--- config.mk ---
export PLATFORM = sky130hd
export DESIGN_NAME = hex_display_scanner
export DESIGN_NICKNAME = d
export VERILOG_FILES = /design/src/rtl/hex_display_scanner.sv
export SDC_FILE = /design/constraint.sdc
export NUM_CORES = 1
export LEC_CHECK = 0
export ABC_AREA = 1
export CAP_MARGIN = 20
export CORE_MARGIN = 4
export CORE_UTILIZATION = 48
export CTS_CLUSTER_SIZE = 25
export DETAILED_ROUTE_END_ITERATION = 7
export GPL_TIMING_DRIVEN = 0
export PLACE_DENSITY_LB_ADDON = 0.05
export RECOVER_POWER = 25
export SYNTH_ARGS = -nofsm -noshare
export SYNTH_HDL_FRONTEND = slang
export SYNTH_SLANG_ARGS = --single-unit
--- constraint.sdc ---
create_clock -name i_clk -period 1.3 [get_ports i_clk]
set_clock_uncertainty 0.05 [all_clocks]
set_input_delay 0.13 -clock i_clk [delete_from_list [all_inputs] [get_ports i_clk]]
set_output_delay 0.13 -clock i_clk [all_outputs]
set_load 0.02 [all_outputs]
--- src/rtl/hex_display_scanner.sv ---
// Multiplexed scan controller for an N-digit common-anode 7-seg display.
// New values are buffered and swapped in only on a frame boundary.
module hex_display_scanner #(
  parameter int N_DIGITS     = 4,
  parameter int REFRESH_DIV  = 1000,
  parameter int GUARD_CYCLES = 16,
  parameter int LZ_SUPPRESS  = 0
) (
  input  logic                  i_clk,
  input  logic                  i_rst_n,
  input  logic                  i_valid,
  output logic                  o_ready,
  input  logic [4*N_DIGITS-1:0] i_value,
  input  logic [N_DIGITS-1:0]   i_dp,
  output logic [3:0]            o_hex,
  output logic [N_DIGITS-1:0]   o_digit_en_n,
  output logic                  o_dp_n,
  output logic                  o_frame_end
);

  localparam int PW = (REFRESH_DIV > 1) ? $clog2(REFRESH_DIV) : 1;
  localparam int DW = (N_DIGITS > 1) ? $clog2(N_DIGITS) : 1;
  localparam int VW = 4 * N_DIGITS;

  localparam logic [PW-1:0] P_LAST  = PW'(REFRESH_DIV - 1);
  localparam logic [PW-1:0] P_GUARD = PW'(GUARD_CYCLES);
  localparam logic [DW-1:0] D_LAST  = DW'(N_DIGITS - 1);

  logic [PW-1:0]       p;
  logic [DW-1:0]       d;
  logic [VW-1:0]       disp_val;
  logic [N_DIGITS-1:0] disp_dp;
  logic [VW-1:0]       pend_val;
  logic [N_DIGITS-1:0] pend_dp;
  logic                pend_vld;

  logic                p_last;
  logic                frame_end;
  logic                accept;
  logic                shown;
  logic                run_zero;
  logic [3:0]          nib [N_DIGITS];
  logic [N_DIGITS-1:0] zero_above;
  logic [N_DIGITS-1:0] supp;

  assign p_last    = (p == P_LAST);
  assign frame_end = p_last & (d == D_LAST);
  assign accept    = i_valid & ~pend_vld;

  always_ff @(posedge i_clk) begin
    if (!i_rst_n) begin
      p        <= '0;
      d        <= '0;
      disp_val <= '0;
      disp_dp  <= '0;
      pend_val <= '0;
      pend_dp  <= '0;
      pend_vld <= 1'b0;
    end else begin
      p <= p_last ? '0 : p + PW'(1);
      if (p_last)
        d <= (d == D_LAST) ? '0 : d + DW'(1);
      // swap and accept are exclusive: one needs pend_vld, the other not
      if (frame_end && pend_vld) begin
        disp_val <= pend_val;
        disp_dp  <= pend_dp;
        pend_vld <= 1'b0;
      end else if (accept) begin
        pend_val <= i_value;
        pend_dp  <= i_dp;
        pend_vld <= 1'b1;
      end
    end
  end

  always_comb begin
    for (int k = 0; k < N_DIGITS; k++)
      nib[k] = disp_val[4*k +: 4];
  end

  // zero_above[k]: nibbles k..N_DIGITS-1 are all zero
  always_comb begin
    zero_above = '0;
    run_zero   = 1'b1;
    for (int k = N_DIGITS - 1; k >= 0; k--) begin
      run_zero      = run_zero & (nib[k] == 4'h0);
      zero_above[k] = run_zero;
    end
  end

  always_comb begin
    supp = '0;
    if (LZ_SUPPRESS != 0) begin
      for (int k = 1; k < N_DIGITS; k++)
        supp[k] = zero_above[k] & ~disp_dp[k];
    end
  end

  assign shown        = (p >= P_GUARD) & ~supp[d];
  assign o_ready      = ~pend_vld;
  assign o_hex        = nib[d];
  assign o_frame_end  = frame_end;
  assign o_dp_n       = shown ? ~disp_dp[d] : 1'b1;
  assign o_digit_en_n = shown ? ~(N_DIGITS'(1) << d) : '1;

endmodule

Yosys cells after proc, flatten, opt, wreduce, memory -nomap -nowiden
Cells that the tools add are included.

Bits in registers: 53. Bits of input ports: 23. Output and inout port bits: 11.

Add/sub/neg operators: 2. $lt $le $gt $ge: 3. Eq/ne operators: 2. Shifts and indexed selects: 1. Multiplexer cells: 10. Bitwise logic cells: 10. Reduce and logical (&&, ||, !) cells: 4.

Operator list (number): two-way mux 4 bit (3); adder 10 x 1 -> 10 bit, second input constant (1); equality test 10 bit, second input constant (1); >= comparator 10 x 5 -> 1 bit, second input constant (1); binary-select mux 4 bit (select 2 bit) (1); inverter 1 bit (5); binary-select mux 1 bit (select 2 bit) (2); inverter 4 bit (1); OR reduction 2 bit (2); << shifter 1 x 2 -> 4 bit, first input constant (1); bitwise AND 1 bit (3); >= comparator 3 bit, second input constant (1); < comparator 2 x 3 -> 1 bit, second input constant (1); two-way mux 1 bit (3); inverter 2 -> 3 bit (1); adder 2 x 1 -> 2 bit, second input constant (1); equality test 2 bit, second input constant (1); two-way mux 2 bit (1); AND reduction 2 bit (1); logical AND 1 bit (1).

Depth between registers and ports, before layout
Depth after elaboration: 5. Mapped depth: 9. Depth with buffers taken out: 8.

Least setup slack after synthesis
No wires, ideal clock.

Kind: flip-flop to flip-flop. Start: register p[0]. End: register disp_dp[0]. Setup time: 0.113 ns. Arrival time: 1.285 ns. Slack: -0.148 ns. Stages on the path, launching flop included: 10. Buffers on the path: 1. Path through: dfxtp_1 ha_1 nand2_1 inv_2 nand3_1 nor2_1 buf_2 nand4_1 nand2_1 nor2_1.

Word-level cells in the longest chain between the ends: 3.

RTL lines: from (decl) (line 29) `logic [PW-1:0] p;`; from (signal assigned) (line 60) `p <= p_last ? '0 : p + PW'(1);`; equality test 10 bit (line 46) `assign p_last = (p == P_LAST);`; bitwise AND 1 bit (line 47) `assign frame_end = p_last & (d == D_LAST);`; logical AND 1 bit (line 64) `if (frame_end && pend_vld) begin`; to (signal assigned) (line 66) `disp_dp <= pend_dp;`; to (decl) (line 32) `logic [N_DIGITS-1:0] disp_dp;`.

No other way between the ends. A chain may end at the register's enable or synchronous reset.

Worst setup path in the final report
Start: register d[1]. End: output port o_digit_en_n[1].

Word-level cells in the longest chain between the ends: 5. Elaborated cells on any way between the ends: 7.

RTL lines: from (decl) (line 30) `logic [DW-1:0] d;`; from (signal assigned) (line 62) `d <= (d == D_LAST) ? '0 : d + DW'(1);`; binary-select mux 1 bit (select 2 bit) (line 99) `assign shown = (p >= P_GUARD) & ~supp[d];`; two-way mux 1 bit (not written as such) (line 99); inverter 1 bit (line 99); bitwise AND 1 bit (line 99); two-way mux 4 bit * (line 104) `assign o_digit_en_n = shown ? ~(N_DIGITS'(1) << d) : '1;`; to (decl) (line 16) `output logic [N_DIGITS-1:0] o_digit_en_n,`.

Every way passes the cells marked *; elsewhere a longest branch is shown, timed or not. The select of a mux whose other input is x is not followed.

==> out/results.ini <==
[placement]
placed_cell_area_um2=2810
placedCellCount=422
hpwl_mm=3.828
gp_congestion=0.8748
numPortBuffers=32

[sta]
setup_slack_ns=-0.2345
setup_viol=43
finalCritPeriodShare=1.180
period_minus_slack_ns=1.534
setup_tns_ns=-6.834
worst_pin_slew_ns=0.4508
fmax_mhz=651.7
timing.hold.ws_ns=0.2092
hold_violations=0
rsz0062_at_grt=yes
finalMaxSlewViolations=0
slew_headroom=0.6995

[final_layout]
final_cell_mix=nor2_1, dfxtp_1, nand2_1
layout-drive-gt1-share=0.3093
fin_nets=416
fin_area_um2=3342
layout.cells.non_filler=455
fill_cells=407
num_antenna_cells=0
areaGrowthSynthToFinish_pct=42.83
final_common_cell=nor2_1

[die]
die-area_um2=6055
initial_core_util=0.4954
core_area_um2=4723
die_h_um=77.82
die_w_um=77.82
rows=25
io_pins=34

[setup_path]
start_kind=register
r2r_cells=8
crit_path_end_kind=output pin
cp_slowest_cell=dfxtp_4
worst-setup-path-type=reg2out
path_max_fanout=8
r2r_start=d[0]
regToRegSetupSlack_ns=-0.22
critPathRequiredTime_ns=1.12
cp.arrival_ns=1.35
slowest_delay_ns=0.41
reg2reg_to=disp_val[7]
path_cells=clkinvlp_4 > ha_2 > nand2_1 > buf_2

[yosys]
syn_nets=352
synth-async-reset-ratio=0
syn-instance-count=323
synth_cell_types=24
ys_seq_area_frac=0.4535
synth_area_um2=2340
yosysWarnings=0
avgSynthCellArea_um2=7.244
synth_ff_type=dfxtp_1
synth_edf_count=0
ys_ff_latch=53

[clocking]
cts_tree=yes
cts.htree.levels=2
clockBufferDepth=2
cts_root_buf=clkbuf_8
clk_pin_slew_ns=0.09
clock_latency_ns=0.30
cts_buffers=5
holdBufCountCts=0
clock_sinks=53

[route]
vias=2283
dr.pass1.iters=4
drtIter0Drc=74
drt-total-wl_mm=5.930
via_per_inst=5.018
wl_per_cell_um=13.03
ant_nets=0
drc=0

[job]
maxCapViolations=0

[pwr]
p_leak_nw=1.363
ir_drop_uv=538.3
p_per_area_nw_per_um2=856.8

[min_path]
min_to=pend_dp[3]
min_path_type=in2reg
hold_depth=3
min_from=i_rst_n

[global_routing]
grt_pass1_wl_mm=10.04
grt_pass1_vias=2190
grt_max_degree=15
grt_overflow_total=0
grt.total_usage=0.2091
antenna_found_initial=0

[run_status]
outcome=complete, but fails checks
failed_checks=setup timing

[cell type report]
| type | count | area (um^2) | area share |
|---|---|---|---|
| inverter | 35 | 140.1 | 0.04193 |
| buffer | 19 | 137.6 | 0.04118 |
| tap | 67 | 83.83 | 0.02508 |
| clock buffer | 8 | 80.08 | 0.02396 |
| multi-input combinational | 216 | 1264 | 0.3781 |
| sequential | 53 | 1096 | 0.3280 |
| timing repair buffer | 57 | 540.5 | 0.1617 |
[state kept, by name, indices dropped and copies added, names as in the netlist]
name,flops
disp_val,16
pend_val,16
p,10
disp_dp,4
pend_dp,4
d,2
pend_vld,1
[cell usage after synthesis, types with 2 or more instances]
cell	number	share of area
dfxtp_1	53	0.45
nor3_1	4	0.0086
inv_1	32	0.051
nand4_1	22	0.059
clkbuf_1	13	0.021
inv_2	2	0.0032
buf_2	2	0.0043
a21oi_1	26	0.056
o21ai_0	34	0.073
ha_1	6	0.032
o22ai_1	5	0.013
xor2_1	2	0.0075
buf_1	2	0.0032
nor2_1	66	0.11
nand3_1	7	0.015
nand2_1	38	0.061
buf_6	2	0.0096
[worst max path at each step]
stage / from / endpoint / cells past startpoint
floorplan: p[0] / disp_dp[3] / 9
global placement: d[1] / o_digit_en_n[3] / 4
detailed placement: d[0] / o_hex[1] / 4
CTS: d[1] / o_hex[3] / 5
global route: p[1] / disp_val[13] / 9
finish: d[1] / o_digit_en_n[1] / 4
[power breakdown]
group | internal, mW | switching, mW
Combinational | 0.125 | 0.150
Sequential | 1.67 | 0.0223
Clock | 0.384 | 0.514
Total | 2.18 | 0.686
[stage by stage]
| stage | power, mW | setup WS [ns] | utilization |
|---|---|---|---|
| after floorplan | 1.888 | 0.004989 | - |
| after global placement | 1.996 | -0.6311 | 0.5950 |
| after detailed placement | 2.002 | -0.6854 | 0.5950 |
| after CTS | 2.886 | -0.2341 | 0.6906 |
| after global routing | 2.996 | -0.3116 | 0.7076 |
| final | 2.863 | -0.2345 | 0.7076 |
[routing by layer]
layer / up-vias / wire [um] / GRT usage
li1: 1181 / - / -
met1: 1026 / 2599 / 0.2595
met2: 63 / 2820 / 0.3485
met3: 13 / 349 / 0.04872
met4: 0 / 161 / 0.08185
met5: - / 0 / 0
[kinds of logic after synthesis]
kind of cell             synth area share
AND/OR/NAND/NOR                    0.2674
buffers and inverters             0.09412
XOR/XNOR                          0.01123
flip-flops                         0.4535
AO/OA/AOI/OAI                      0.1417
adder cells (fa/ha/maj)           0.03208
[what timing repair did]
action                     CTS  global route
gates cloned                 5             0
gates resized for setup    139            29
buffers inserted            16             4
pin swaps                   27            11
setup endpoints to repair   57            64
[critical path, delay by kind of cell, from the launching register on]
kind          cells  cell delay [ns]
fa+ha+maj         1             0.23
flops             1             0.41
buf+inv           2             0.35
simple gates      1             0.05
Note: power is estimated with default switching activity, not from simulation.
==> RTL change (config.mk and constraints unchanged) <==
The parameter `LZ_SUPPRESS` goes from 0 to 1.
--- a/src/rtl/hex_display_scanner.sv
+++ b/src/rtl/hex_display_scanner.sv
@@ -5,5 +5,5 @@
   parameter int REFRESH_DIV  = 1000,
   parameter int GUARD_CYCLES = 16,
-  parameter int LZ_SUPPRESS  = 0
+  parameter int LZ_SUPPRESS  = 1
 ) (
   input  logic                  i_clk,
Check against the original RTL: no difference found for any inputs over 10 cycles, from zero or initial values and one cycle with i_rst_n low; that may be too few to reach the edited logic, so the function may still have changed.
==> RTL change against the original RTL <==
  * The run still ends with negative setup slack left
  * Wire length increased by 4.1%
  * Worst setup slack worse by 170 ps
  * Area after synthesis up 4.2%
  * Final area increased by 3.4%
  * Sequential cell count stayed put
  * First-iteration DRC count rose by 2.7%
  * Global-route usage down 0.93 points
  * Total power is 3.0% higher
  * Largest cell class unchanged
  * Largest power group unchanged
  * Highest routed layer unchanged
==> RTL change: results <==
{
  "whs_ps": 267.7,
  "r2r_start": "p[0]$_SDFF_PP0_",
  "yosys-top-cells-area": "dfxtp_1 (44%), nor2_1 (9.5%), inv_1 (6.2%)",
  "synth.distinct_cells": 27,
  "grt_use_total_pct": 19.99,
  "hold_depth": 3,
  "dr.first_iter.drc_count": 76,
  "postPlaceCellArea_sq_um": 2967,
  "wl_mm": 6.176,
  "antenna_cells": 0,
  "grt-ovfl-total": 0,
  "cp_slowest_cell": "dfxtp_4",
  "synthFlopType": "dfxtp_1",
  "max_stage_delay_ps": 410,
  "ys_seq_area_share_pct": 43.51,
  "reg.largest.list": "disp_val x16, pend_val x16, p x10",
  "grt_pass1_vias": 2149,
  "synth_fp_nets": 366,
  "maxSlewHeadroom_pct": 58.20,
  "r2r_cells": 9,
  "yosys-top-cells-count": "nor2_1 (62), dfxtp_1 (53), inv_1 (40)",
  "tns_ps": -8057,
  "r2r-end": "disp_val[12]$_SDFFE_PN0P_",
  "hpwl_mm": 4.094,
  "power_leakage_nw": 1.355,
  "async_reset_ff_share_pct": 0,
  "hp-start": "i_rst_n",
  "ir_drop_mv": 0.7110,
  "critPathTopFamily": "simple AND/OR/NAND/NOR gates",
  "crit_start": "d[0]$_SDFFE_PN0N_",
  "cp_max_fo": 5,
  "cts_root_buf": "clkbuf_8",
  "setup_violations": 31,
  "vias": 2377,
  "insertion_delay_ps": 310,
  "portBuffers": 32,
  "nets": 426,
  "cts_max_level": 2,
  "whs_endpoint": "d[1]$_SDFFE_PN0N_",
  "violations": "negative setup slack",
  "layout-drive-gt1-share_pct": 29.40,
  "grt_start_max_net_pins": 17,
  "antenna_found_initial": 0,
  "clk_path_buf_depth": 2,
  "synth_warnings": 0,
  "status": "finished, violations left",
  "hp-class": "input pin to register",
  "drtPass1Iterations": 4,
  "path_clk_slew_ps": 100,
  "ff2ff_setup_slack_ps": -250,
  "grt_pass1_wl_mm": 9.936,
  "fin_ws_ps": -407.7,
  "place_congestion": 0.8486,
  "numCtsBuffers": 5,
  "arrival_ps": 1530
}
-- RTL change: worst max path at each step --
stage | slack [ps] | to | cells past startpoint
after detailed placement | -710 | o_hex[2] | 5
final | -410 | o_dp_n | 6
after CTS | -420 | o_digit_en_n[2] | 6
after global routing | -480 | o_dp_n | 6
after global placement | -680 | o_digit_en_n[3] | 6
after floorplan | -40 | o_hex[1] | 4
-- RTL change: kinds of logic after synthesis --
family	Yosys count	share of synthesized area, %
fa+ha+maj	6	3.078
flops	53	43.51
compound gates	64	13.85
buf+inv	62	10.31
simple gates	149	28.17
xor+xnor	3	1.078
-- RTL change: timing repair --
item | CTS | global route
gates resized for setup | 115 | 31
setup buffers | 12 | 5
endpoints found under the setup margin | 44 | 62
cloned | 3 | 1
pin swaps | 32 | 11
hold buffers | 0 | 0
-- RTL change: cell type report --
class                      count  area (sq um)
timing repair buffer          52         479.2
fill                         423          1360
clock inverter                 2         13.76
multi-input combinational    223          1419
sequential                    53          1087
clock buffer                   6         82.58
buffer                        18         115.1
tap                           67         83.83
inverter                      44         176.4
-- RTL change: report_power, final --
group | switching, mW | internal, mW | total (mW)
combinational | 0.152 | 0.126 | 0.277
sequential | 0.0228 | 1.67 | 1.70
clock | 0.542 | 0.433 | 0.975
-- RTL change: through the flow --
stage               setup slack (ps)  instances
floorplan                     -39.85        337
global placement              -683.1        436
detailed placement            -707.0        436
CTS                           -425.0        459
global route                  -482.9        465
finish                        -407.7        465
-- RTL change: tightest hold or removal path: stages --
cell and delay, ps:
clkbuf_1 270, o21ai_2 140, a21oi_1 50
-- RTL change: routing by layer --
layer  track usage (%)  up-vias  share of wire (%)
met5                 0        -                  0
met4             7.560        0                1.7
met3             3.968       10                3.5
met2             34.68       54                 51
met1             24.28     1087                 44
li1                  -     1226                  -
